## config.mk

```make
export PLATFORM = sky130hd
export DESIGN_NAME = temp_hyst_controller
export DESIGN_NICKNAME = d
export VERILOG_FILES = /design/src/rtl/temp_hyst_controller.sv
export SDC_FILE = /design/constraint.sdc
export NUM_CORES = 1
export LEC_CHECK = 0
export BUFFER_PORTS_ARGS = -buffer_cell sky130_fd_sc_hd__clkbuf_2
export CAP_MARGIN = 30
export CELL_PAD_IN_SITES_DETAIL_PLACEMENT = 2
export CELL_PAD_IN_SITES_GLOBAL_PLACEMENT = 2
export CORE_AREA = 3 3 70 72
export DETAILED_ROUTE_END_ITERATION = 6
export DIE_AREA = 0 0 73 75
export GPL_ROUTABILITY_DRIVEN = 1
export GPL_TIMING_DRIVEN = 0
export PLACE_DENSITY_LB_ADDON = 0.1
export SLEW_MARGIN = 40
export SYNTH_ARGS = -nofsm -noshare
export SYNTH_HDL_FRONTEND = slang
export SYNTH_SLANG_ARGS = --single-unit
```

## constraint.sdc

```tcl
create_clock -name clk -period 2.7 [get_ports clk]
set_clock_uncertainty 0.15 [all_clocks]
set_input_delay 0.135 -clock clk [delete_from_list [all_inputs] [get_ports clk]]
set_output_delay 0.135 -clock clk [all_outputs]
set_load 0.01 [all_outputs]
```

## src/rtl/temp_hyst_controller.sv

```systemverilog
// Thermostat core: heat/cool decision with a hysteresis band, minimum dwell time,
// mode gating and a sensor-loss watchdog. All actuator outputs come from registers.
module temp_hyst_controller #(
  parameter int unsigned WIDTH     = 8,
  parameter int unsigned HYST      = 2,
  parameter int unsigned MIN_DWELL = 4,
  parameter int unsigned TIMEOUT   = 16
) (
  input  logic             clk,
  input  logic             reset_n,
  input  logic [WIDTH-1:0] temperature,
  input  logic [WIDTH-1:0] set_point,
  input  logic             sensor_valid,
  input  logic             enable,
  input  logic [1:0]       mode,
  input  logic             fault_clr,
  output logic             heat,
  output logic             cold,
  output logic             fault,
  output logic [1:0]       state
);

  localparam int unsigned CW = WIDTH + 1;
  localparam int unsigned DW = $clog2(MIN_DWELL + 1);
  localparam int unsigned TW = $clog2(TIMEOUT + 1);

  localparam logic [CW-1:0] HYST_X    = CW'(HYST);
  localparam logic [DW-1:0] DWELL_MAX = DW'(MIN_DWELL);
  localparam logic [TW-1:0] WD_LAST   = TW'(TIMEOUT - 1);

  typedef enum logic [1:0] {
    S_IDLE  = 2'd0,
    S_HEAT  = 2'd1,
    S_COOL  = 2'd2,
    S_FAULT = 2'd3
  } state_t;

  state_t          state_q;
  state_t          state_d;
  logic [DW-1:0]   dwell_q;
  logic [TW-1:0]   wd_q;
  logic            heat_d;
  logic            cold_d;
  logic            fault_d;

  // One extra bit so temperature + HYST and set_point + HYST never wrap.
  logic [CW-1:0]   temp_x;
  logic [CW-1:0]   set_x;
  logic            heat_req;
  logic            cool_req;
  logic            heat_done;
  logic            cool_done;
  logic            heat_ok;
  logic            cool_ok;
  logic            dwell_ok;
  logic            wd_expire;
  logic            mode_block;

  assign temp_x    = {1'b0, temperature};
  assign set_x     = {1'b0, set_point};
  assign heat_req  = (temp_x + HYST_X) < set_x;
  assign cool_req  = temp_x > (set_x + HYST_X);
  assign heat_done = temp_x >= set_x;
  assign cool_done = temp_x <= set_x;
  assign heat_ok   = mode[0];
  assign cool_ok   = mode[1];
  assign dwell_ok  = dwell_q >= DWELL_MAX;

  // Expiry lands on the edge that closes the TIMEOUT-th consecutive invalid cycle.
  assign wd_expire  = enable && !sensor_valid && (state_q != S_FAULT) && (wd_q == WD_LAST);
  assign mode_block = ((state_q == S_HEAT) && !heat_ok) || ((state_q == S_COOL) && !cool_ok);

  // State register plus registered actuator decode.
  always_ff @(posedge clk or negedge reset_n) begin
    if (!reset_n) begin
      state_q <= S_IDLE;
      heat    <= 1'b0;
      cold    <= 1'b0;
      fault   <= 1'b0;
    end else begin
      state_q <= state_d;
      heat    <= heat_d;
      cold    <= cold_d;
      fault   <= fault_d;
    end
  end

  assign state = state_q;

  // Next-state selection in strict priority order.
  always_comb begin
    state_d = state_q;
    if (state_q == S_FAULT) begin
      if (fault_clr) state_d = S_IDLE;
    end else if (wd_expire) begin
      state_d = S_FAULT;
    end else if (!enable || mode_block) begin
      state_d = S_IDLE;
    end else if (sensor_valid && dwell_ok) begin
      unique case (state_q)
        S_IDLE: begin
          if (heat_req && heat_ok)      state_d = S_HEAT;
          else if (cool_req && cool_ok) state_d = S_COOL;
        end
        S_HEAT:  if (heat_done) state_d = S_IDLE;
        S_COOL:  if (cool_done) state_d = S_IDLE;
        default: state_d = state_q;
      endcase
    end
  end

  // Output decode of the upcoming state, captured alongside it.
  always_comb begin
    heat_d  = 1'b0;
    cold_d  = 1'b0;
    fault_d = 1'b0;
    unique case (state_d)
      S_HEAT:  heat_d  = 1'b1;
      S_COOL:  cold_d  = 1'b1;
      S_FAULT: fault_d = 1'b1;
      default: ;
    endcase
  end

  // Dwell counter: restarts at 1 on every state change, saturates at MIN_DWELL.
  always_ff @(posedge clk or negedge reset_n) begin
    if (!reset_n) begin
      dwell_q <= DWELL_MAX;
    end else if (state_d != state_q) begin
      dwell_q <= DW'(1);
    end else if (!dwell_ok) begin
      dwell_q <= dwell_q + DW'(1);
    end
  end

  // Watchdog: frozen in FAULT, cleared on exit, on valid samples and while disabled.
  always_ff @(posedge clk or negedge reset_n) begin
    if (!reset_n) begin
      wd_q <= '0;
    end else if (state_q == S_FAULT) begin
      if (state_d != S_FAULT) wd_q <= '0;
    end else if (sensor_valid || !enable) begin
      wd_q <= '0;
    end else begin
      wd_q <= wd_q + TW'(1);
    end
  end

endmodule

```

==> flow_summary.ini <==
[floorplan]
rows = 24
die_h_um = 75
start_util_pct = 32.9
die_area_sq_mm = 0.00548
fp.dieW_um = 73
core_area_sq_mm = 0.00435
ios = 28

[timing]
worst_pin_slew_ns = 0.397
finalMaxSlewViolations = 0
setup_viol = 0
layout_min_cycle_time_ns = 2.57
max_freq_mhz = 389
setup_tns_ns = 0
timing.slew.headroom_pct = 73.5
finalCritPeriodShare_pct = 95.1
finalHoldViolCount = 0
holdWs_ns = 0.0297

[worst_setup_path]
slowest_stage = a2111oi_2
worstRegToRegCells = 8
max_stage_delay_ns = 0.38
crit_top_cell = buf_4
critPathMaxFanout = 5
crit_required_ns = 2.67
cp-end-kind = register
cp_cell_sequence = buf_4, ha_4, xnor2_1, ha_1, a21o_1, a211o_1, a2111oi_2, o31a_1, buf_4, nand4b_1, a31o_1
critPathArrivalTime_ns = 2.54
start_kind = input pin
crit_type = input pin to register

[grt]
overflow = 0
first_global_vias = 1550
grt.total_usage_pct = 17.1
antenna_found_initial = 0
grt_pass1_wl_um = 7290
grt_max_degree = 14

[place]
portBuffers = 27
place_hpwl_um = 3680
place_inst = 245
place_congestion = 0.771

[synth]
syn-instance-count = 166
synth_nets = 217
syn_avg_cell_area_sq_um = 8.62
yosys.area.top_type_share_pct = 24.5
synth_area_leaders = ha_1, dfrtp_1, xnor2_1
synth_seq_cells = 13
yosysTopAreaCell = ha_1
yosys_warnings = 0
ys_seq_area_share_pct = 22.8
syn_area_sq_mm = 0.00143
synth_cell_types = 42

[outcome]
status = finished clean

[clock_network]
cts_root_buf = clkbuf_8
numCtsBuffers = 3
cts.htree.levels = 1
clk_pin_slew_ns = 0.06
cts.sink_count = 13
clockBufferDepth = 2
insertion_delay_ns = 0.24
cts_tree = yes

[min_path]
holdCritPathClass = input pin to register
hold_depth = 2

[detailed_routing]
drcViolationCount = 0
vias = 1364
dr.pass1.iters = 4
antenna_left = 0
vias_per_cell = 5.39
drt_wl_total_um = 4330
wire_per_inst_um = 17.1
drtIter0Drc = 50

[finish]
fin_nets = 253
antennaDiodeCount = 0
area_growth_pct = 22.5
drive_above_1_share_pct = 22.4
final_common_cell = ha_1
fillCellCount = 486
multiInputGateArea_sq_mm = 0.00107
utilization_pct = 40.3
seq_area_sq_um = 327
instances_no_fill = 253
layout_common_cells = ha_1, clkbuf_2, inv_1

[power_and_ir_drop]
p_leak_nw = 0.872
power.density_mw_per_mm2 = 489
irDropWorstVdd_mv = 0.177

[flow_run]
maxCapViolCount = 0
-- Yosys cell counts (all sizes together) --
library cell and number:
a2111oi 1, a211o 2, a211oi 2, a21o 2, a21oi 5, a311oi 1, a31o 1, a31oi 6
a32o 1, and2 4, and3 3, buf 1, clkbuf 2, dfrtp 12, dfstp 1, ha 28
inv 16, mux2i 1, nand2 12, nand2b 2, nand3 12, nand3b 1, nand4 3, nand4b 2
nor2 10, nor2b 2, nor3 2, o211a 1, o211ai 5, o21a 2, o21ai 5, o21bai 2
o221a 1, o221ai 1, o31a 1, o31ai 1, o32a 1, xnor2 8, xor2 3
-- worst max-delay path, delay by kind of cell --
kind	cells	cell delay [ns]
buf+inv	2	0.28
fa+ha+maj	2	0.42
xor+xnor	1	0.15
compound gates	5	1.39
simple gates	1	0.15
-- cell type report --
type / instances / share of cell area, %
clock buffer: 3 / 2.36
multi-input combinational: 134 / 61.0
clock inverter: 1 / 0.286
sequential: 13 / 18.6
inverter: 16 / 3.43
timing repair buffer: 31 / 9.85
tap: 52 / 3.71
buffer: 3 / 0.785
-- stage by stage --
| step | setup slack, ns | total power, mW | area, sq um |
|---|---|---|---|
| detailed placement | -0.189 | 0.662 | 1630 |
| finish | 0.132 | 0.856 | 1750 |
| global route | -0.0457 | 0.944 | 1750 |
| floorplan | 0.282 | 0.528 | 1430 |
| CTS | 0.0420 | 0.842 | 1690 |
| global placement | -0.114 | 0.637 | 1630 |
-- metal layers --
| metal | vias to the layer above | wire length, um | GRT usage (%) |
|---|---|---|---|
| met5 | - | 0 | 0 |
| met4 | 0 | 69 | 6.35 |
| met3 | 6 | 80 | 1.34 |
| met2 | 24 | 2380 | 33.3 |
| met1 | 656 | 1810 | 19.2 |
| li1 | 678 | - | - |
-- logic make-up (layout without fill, tap and decap cells) --
| family | after synthesis | in the layout | share of synthesized area [%] |
|---|---|---|---|
| xor+xnor | 11 | 11 | 6.73 |
| compound gates | 41 | 41 | 21.1 |
| simple gates | 53 | 53 | 19.1 |
| buf+inv | 19 | 54 | 5.16 |
| fa+ha+maj | 28 | 28 | 24.5 |
| flops | 13 | 13 | 22.8 |
| mux | 1 | 1 | 0.699 |
-- path summary, 6_finish.rpt --
kind                                      from                      to  slack [ns]
setup / recovery                  set_point[1]  dwell_q[0]$_DFFE_PN0P_        0.13
min in group asynchronous              reset_n     wd_q[4]$_DFFE_PN0P_        0.17
max in group asynchronous              reset_n  dwell_q[2]$_DFFE_PN1P_        1.93
hold / removal                       fault_clr      state[0]$_DFF_PN0_        0.03
hold reg to reg            wd_q[3]$_DFFE_PN0P_     wd_q[3]$_DFFE_PN0P_        0.34
setup reg to reg            state[1]$_DFF_PN0_  dwell_q[0]$_DFFE_PN0P_        0.24
-- power breakdown --
group	total (mW)	switching [mW]	internal (mW)
combinational	0.422	0.234	0.188
sequential	0.263	0.0228	0.240
clock	0.171	0.0696	0.102
-- timing repair --
item | 4_1_cts | 5_1_grt
setup buffers | 0 | 3
hold buffers | 1 | 0
setup endpoints to repair | 0 | 3
resized for setup | 0 | 11
endpoints found under the hold margin | 13 | 0
-- state kept, by name, summed over array words and instances (netlist names) --
name / count
state: 2
wd_q: 5
dwell_q: 3
heat: 1
cold: 1
fault: 1
No activity file was read; power rests on OpenSTA's default activity.
